File: src/rtl/video_timing_pkg.sv
// Shared types and VGA 640x480@60 defaults for the raster timing generator.
// Helper functions derive line/frame totals and sync window bounds.
package video_timing_pkg;

    typedef enum logic [1:0] {
        IDLE     = 2'd0,
        RUN      = 2'd1,
        STOPPING = 2'd2
    } state_t;

    localparam int VGA_H_DISPLAY = 640;
    localparam int VGA_H_FRONT   = 16;
    localparam int VGA_H_SYNC    = 96;
    localparam int VGA_H_BACK    = 48;
    localparam int VGA_V_DISPLAY = 480;
    localparam int VGA_V_FRONT   = 10;
    localparam int VGA_V_SYNC    = 2;
    localparam int VGA_V_BACK    = 33;

    function automatic int timing_total(input int disp, input int front, input int sync, input int back);
        return disp + front + sync + back;
    endfunction

    function automatic int sync_first(input int disp, input int front);
        return disp + front;
    endfunction

    function automatic int sync_last(input int disp, input int front, input int sync);
        return disp + front + sync - 1;
    endfunction

endpackage

File: src/rtl/video_timing_generator_counter.sv
// Wrapping position counter: advances on en, wraps to 0 after MAX; count_next is the
// value the register takes on the coming edge. No backpressure; en is the only gate.
module timing_counter #(
    parameter int W   = 11,
    parameter int MAX = 799
) (
    input  logic         clk,
    input  logic         reset,
    input  logic         en,
    output logic [W-1:0] count,
    output logic [W-1:0] count_next,
    output logic         at_max,
    output logic         wrap
);

    localparam logic [W-1:0] MAX_W = W'(MAX);

    assign at_max = (count == MAX_W);
    assign wrap   = en && at_max;

    always_comb begin
        count_next = count;
        if (en) begin
            count_next = at_max ? '0 : count + 1'b1;
        end
    end

    always_ff @(posedge clk or negedge reset) begin
        if (!reset) begin
            count <= '0;
        end else begin
            count <= count_next;
        end
    end

endmodule

File: src/rtl/video_timing_generator.sv
// Raster timing generator with run/stop at frame boundaries; all outputs registered and
// aligned with hpos/vpos. No backpressure: ce paces the raster, ce=0 freezes it.
module video_timing_generator
    import video_timing_pkg::*;
#(
    parameter int HW         = 11,
    parameter int VW         = 10,
    parameter int H_DISPLAY  = VGA_H_DISPLAY,
    parameter int H_FRONT    = VGA_H_FRONT,
    parameter int H_SYNC     = VGA_H_SYNC,
    parameter int H_BACK     = VGA_H_BACK,
    parameter int V_DISPLAY  = VGA_V_DISPLAY,
    parameter int V_FRONT    = VGA_V_FRONT,
    parameter int V_SYNC     = VGA_V_SYNC,
    parameter int V_BACK     = VGA_V_BACK,
    parameter bit H_SYNC_POL = 1'b0,
    parameter bit V_SYNC_POL = 1'b0,
    parameter int FW         = 8
) (
    input  logic          clk,
    input  logic          reset,
    input  logic          ce,
    input  logic          run,
    output logic [HW-1:0] hpos,
    output logic [VW-1:0] vpos,
    output logic          hsync,
    output logic          vsync,
    output logic          display_on,
    output logic          line_start,
    output logic          frame_start,
    output logic          active,
    output logic [FW-1:0] frame_count
);

    localparam int H_TOTAL = timing_total(H_DISPLAY, H_FRONT, H_SYNC, H_BACK);
    localparam int V_TOTAL = timing_total(V_DISPLAY, V_FRONT, V_SYNC, V_BACK);

    localparam logic [HW-1:0] H_ACT      = HW'(H_DISPLAY);
    localparam logic [HW-1:0] HS_FIRST   = HW'(sync_first(H_DISPLAY, H_FRONT));
    localparam logic [HW-1:0] HS_LAST    = HW'(sync_last(H_DISPLAY, H_FRONT, H_SYNC));
    localparam logic [VW-1:0] V_ACT      = VW'(V_DISPLAY);
    localparam logic [VW-1:0] VS_FIRST   = VW'(sync_first(V_DISPLAY, V_FRONT));
    localparam logic [VW-1:0] VS_LAST    = VW'(sync_last(V_DISPLAY, V_FRONT, V_SYNC));

    state_t          state;
    state_t          state_n;
    logic            cnt_en;
    logic [HW-1:0]   h_next;
    logic [VW-1:0]   v_next;
    logic            h_max;
    logic            v_max;
    logic            h_wrap;
    logic            v_wrap;
    logic            eof;
    logic            live_n;

    assign cnt_en = ce && (state != IDLE);
    assign eof    = h_max && v_max;
    assign live_n = (state_n != IDLE);

    timing_counter #(.W(HW), .MAX(H_TOTAL - 1)) u_hcnt (
        .clk        (clk),
        .reset      (reset),
        .en         (cnt_en),
        .count      (hpos),
        .count_next (h_next),
        .at_max     (h_max),
        .wrap       (h_wrap)
    );

    timing_counter #(.W(VW), .MAX(V_TOTAL - 1)) u_vcnt (
        .clk        (clk),
        .reset      (reset),
        .en         (h_wrap),
        .count      (vpos),
        .count_next (v_next),
        .at_max     (v_max),
        .wrap       (v_wrap)
    );

    // The state before the edge decides end-of-frame: STOPPING always retires to IDLE.
    always_comb begin
        state_n = state;
        if (ce) begin
            case (state)
                IDLE:     if (run) state_n = RUN;
                RUN:      state_n = run ? RUN : STOPPING;
                STOPPING: begin
                    if (eof)      state_n = IDLE;
                    else if (run) state_n = RUN;
                end
                default:  state_n = IDLE;
            endcase
        end
    end

    always_ff @(posedge clk or negedge reset) begin
        if (!reset) begin
            state       <= IDLE;
            hsync       <= ~H_SYNC_POL;
            vsync       <= ~V_SYNC_POL;
            display_on  <= 1'b0;
            line_start  <= 1'b0;
            frame_start <= 1'b0;
            active      <= 1'b0;
            frame_count <= '0;
        end else begin
            state  <= state_n;
            active <= live_n;
            if (ce) begin
                hsync       <= (live_n && h_next >= HS_FIRST && h_next <= HS_LAST) ? H_SYNC_POL : ~H_SYNC_POL;
                vsync       <= (live_n && v_next >= VS_FIRST && v_next <= VS_LAST) ? V_SYNC_POL : ~V_SYNC_POL;
                display_on  <= live_n && (h_next < H_ACT) && (v_next < V_ACT);
                line_start  <= live_n && (h_next == '0);
                frame_start <= live_n && (h_next == '0) && (v_next == '0);
                if (v_wrap) begin
                    frame_count <= frame_count + 1'b1;
                end
            end else begin
                line_start  <= 1'b0;
                frame_start <= 1'b0;
            end
        end
    end

endmodule

File: config.mk
export PLATFORM = sky130hd
export DESIGN_NAME = video_timing_generator
export DESIGN_NICKNAME = d
export VERILOG_FILES = /design/src/rtl/video_timing_pkg.sv /design/src/rtl/video_timing_generator_counter.sv /design/src/rtl/video_timing_generator.sv
export SDC_FILE = /design/constraint.sdc
export NUM_CORES = 1
export LEC_CHECK = 0
export ABC_CLOCK_PERIOD_IN_PS = 2900
export CAP_MARGIN = 20
export CELL_PAD_IN_SITES_DETAIL_PLACEMENT = 2
export CELL_PAD_IN_SITES_GLOBAL_PLACEMENT = 2
export CORE_MARGIN = 10
export CORE_UTILIZATION = 32
export CTS_CLUSTER_SIZE = 24
export DETAILED_ROUTE_END_ITERATION = 10
export PLACE_DENSITY_LB_ADDON = 0.1
export SYNTH_ARGS = -nofsm -noshare
export SYNTH_HDL_FRONTEND = slang
export SYNTH_SLANG_ARGS = --single-unit
File: constraint.sdc
create_clock -name clk -period 2.9 [get_ports clk]
set_input_delay 0.58 -clock clk [delete_from_list [all_inputs] [get_ports clk]]
set_output_delay 0.58 -clock clk [all_outputs]
set_load 0.01 [all_outputs]
==> flow_metrics.env <==
export IMPL_area_growth_synth_to_final_pct=34.4
export IMPL_ys_flop_type="dfrtp_1"
export IMPL_tightestPinTransition_ns=0.524
export IMPL_finalWeightedCongestion=0.886
export IMPL_mostFrequentLayoutCell="clkdlybuf4s50_1"
export IMPL_synth_edf_count=0
export IMPL_holdPathEnd="frame_count[7]$_DFFE_PN0P_"
export IMPL_holdCritStartpoint="frame_count[7]$_DFFE_PN0P_"
export IMPL_critPathSlowestCell="or4_1"
export IMPL_r2r_cells=9
export IMPL_cts_resized=0
export IMPL_fmax_mhz=362
export IMPL_fin_util=0.441
export IMPL_placed_area_mm2=0.00267
export IMPL_first_global_vias=2137
export IMPL_worstPathCellList="inv_1 > ha_1 > or3b_4 > nor4_4 > buf_4 > nor2_2 > a22o_1 > or4_1 > and4bb_1"
export IMPL_postCtsSetupBuffers=0
export IMPL_antenna_found_initial=0
export IMPL_critPathMaxFanout=7
export IMPL_cts_tree="yes"
export IMPL_status="finished clean"
export IMPL_cts_hold_buf=0
export IMPL_hold_class="flop to flop"
export IMPL_ys_seq_elements=37
export IMPL_port_buffers=38
export IMPL_cts_made_buffers=5
export IMPL_rsz0062_at_grt="false"
export IMPL_slew_limit_headroom=0.648
export IMPL_clock_latency_ns=0.30
export IMPL_cp_buffers_inverters=2
export IMPL_power_w=0.00146
export IMPL_first_pass_iters=3
export IMPL_wl_per_cell_um=19.9
export IMPL_cp_arrival_ns=3.00
export IMPL_route_final_wire_length_um=6840
export IMPL_htreeDepth=2
export IMPL_syn_avg_cell_area_um2=10.1
export IMPL_async_flop_share=1.00
export IMPL_min_period_ns=2.76
export IMPL_die_y_um=100
export IMPL_grt_start_max_net_pins=38
export IMPL_fp_dieW_um=100
export IMPL_postRouteAntennaNets=0
export IMPL_cap_violations=0
export IMPL_skew_ns=0.00641
export IMPL_grt_pass1_wl_um=11400
export IMPL_ctsLongestPathBuffers=2
export IMPL_drc_errors=0
export IMPL_synth_seq_area_share=0.448
export IMPL_drv_slew=0
export IMPL_worstSetupPathType="flop to flop"
export IMPL_drive_gt1_frac=0.158
export IMPL_num_fill_cells=687
export IMPL_synth_nets=214
export IMPL_cp_top_family="simple AND/OR/NAND/NOR gates"
export IMPL_ir_drop_v=0.000281
export IMPL_powerDensity_mw_per_mm2=523
export IMPL_num_antenna_cells=0
export IMPL_crit_path_start_kind="flop"
export IMPL_viasPerCell=5.43
export IMPL_num_vias=1861
export IMPL_layout_common_cells="clkdlybuf4s50_1 (38), dfrtp_1 (35), buf_4 (23), nand2_1 (19), xnor2_1 (13)"
export IMPL_r2r_slack_ns=0.14
export IMPL_clkTransAtPathRegs_ns=0.08
export IMPL_numClockSinks=37
export IMPL_dieArea_mm2=0.0101
export IMPL_nNetsFinal=273
export IMPL_slowest_delay_ns=0.51
export IMPL_yosysWarnings=0
export IMPL_fin_area_mm2=0.00279
export IMPL_grt_overflow=0
export IMPL_std_cell_rows=29
export IMPL_hold_path_depth=1
export IMPL_num_io_pins=39
export IMPL_finalCritPeriodShare=0.953
export IMPL_coreArea_mm2=0.00631
export IMPL_cts_root_buf="clkbuf_8"
export IMPL_synth_distinct_cells=59
export IMPL_cp_data_required_time_ns=3.13
export IMPL_reg2reg_to="frame_start$_DFF_PN0_"
export IMPL_track_usage=0.139
export IMPL_hold_violations=0
export IMPL_p_leak_nw=1.18
export IMPL_post_dp_hpwl_um=5270
export IMPL_r2r_start="u_vcnt.count[1]$_DFF_PN0_"
export IMPL_drt_iter0_markers=38
export IMPL_synthCells=206
export IMPL_synthesis_area_mm2=0.00207
export IMPL_start_util=0.328
export IMPL_setup_viol=0
export IMPL_end_kind="flop"
==> worst max-delay path by stage <==
stage                              startpoint                endpoint  slack [ns]  cells after the start
floorplan           u_vcnt.count[0]$_DFF_PN0_   frame_start$_DFF_PN0_        0.51                      8
global placement                           ce  display_on$_DFFE_PN0P_      -0.002                      9
detailed placement                         ce   frame_start$_DFF_PN0_       -0.04                      8
CTS                 u_vcnt.count[1]$_DFF_PN0_   frame_start$_DFF_PN0_         0.1                      9
global route        u_vcnt.count[1]$_DFF_PN0_   frame_start$_DFF_PN0_       0.004                      9
finish              u_vcnt.count[1]$_DFF_PN0_   frame_start$_DFF_PN0_        0.14                      9
==> where the power goes <==
| group | total (W) | switching, W | internal [W] |
|---|---|---|---|
| combinational | 0.000329 | 0.000158 | 0.000171 |
| clock | 0.000480 | 0.000200 | 0.000280 |
| sequential | 0.000648 | 0.0000846 | 0.000564 |
| total | 0.00146 | 0.000443 | 0.00101 |
==> sequential cells by signal (all words and copies together) (netlist names) <==
signal,cells
u_hcnt.count,11
u_vcnt.count,10
frame_count,8
state,2
active,1
display_on,1
frame_start,1
hsync,1
line_start,1
vsync,1
==> final cells by class <==
type	instances	area, um^2	share of cell area
flip-flops and latches	37	928	0.333
multi-input cells	148	1040	0.374
clock inverters	2	37.5	0.0135
well taps	77	96.3	0.0346
inverters	12	45.0	0.0162
clock buffers	6	82.6	0.0296
repair buffers	61	553	0.199
==> per-layer routing <==
layer,GRT usage,share of wire
met1,0.164,0.44
met2,0.244,0.51
met3,0.0350,0.043
met4,0.0359,0.010
met5,0,0
==> stage by stage <==
| stage | setup TNS, ns | worst slack [ns] | hold WS, ns | instances |
|---|---|---|---|---|
| 2_1_floorplan | 0 | 0.514 | 0.284 | 206 |
| 3_3_place_gp | -0.00176 | -0.00176 | 0.457 | 335 |
| 3_5_place_dp | -0.0833 | -0.0405 | 0.486 | 335 |
| 4_1_cts | 0 | 0.0962 | 0.498 | 343 |
| 5_1_grt | 0 | 0.00350 | 0.516 | 343 |
| 6_report | 0 | 0.137 | 0.485 | 343 |
==> cells in the mapped netlist (2+ instances only) <==
cell type | instances | share of area
dfstp_2 | 2 | 0.025
dfrtp_1 | 35 | 0.42
a2bb2oi_1 | 2 | 0.0085
nor2_1 | 11 | 0.020
or4_1 | 2 | 0.0072
nand3b_1 | 2 | 0.0072
o2111ai_1 | 2 | 0.0085
o31ai_1 | 3 | 0.011
o31a_1 | 2 | 0.0085
buf_2 | 5 | 0.012
o21ai_0 | 8 | 0.019
inv_1 | 12 | 0.022
xnor2_1 | 13 | 0.055
o21a_1 | 2 | 0.0072
o22ai_1 | 3 | 0.0091
nand4_1 | 10 | 0.030
and2_1 | 2 | 0.0060
a22o_1 | 2 | 0.0085
nand3_1 | 6 | 0.014
a21oi_1 | 3 | 0.0072
nor4_4 | 2 | 0.021
mux2i_1 | 2 | 0.0097
and4bb_1 | 2 | 0.012
and3_1 | 3 | 0.0091
nand2_1 | 19 | 0.034
or3_1 | 2 | 0.0060
xor2_1 | 5 | 0.021
and4_1 | 2 | 0.0085
nor4_1 | 4 | 0.012
buf_6 | 2 | 0.011
nor3_1 | 5 | 0.012
ha_1 | 4 | 0.024
==> kinds of logic (layout without fill, tap and decap cells) <==
logic type | count (synthesis) | in the layout | synth area share
AO/OA/AOI/OAI | 39 | 39 | 0.136
flip-flops | 37 | 37 | 0.448
AND/OR/NAND/NOR | 84 | 84 | 0.252
buffers and inverters | 21 | 81 | 0.0489
multiplexers | 3 | 3 | 0.0151
XOR/XNOR | 18 | 18 | 0.0761
adder cells (fa/ha/maj) | 4 | 4 | 0.0242
Note: power is estimated with default switching activity, not from simulation.
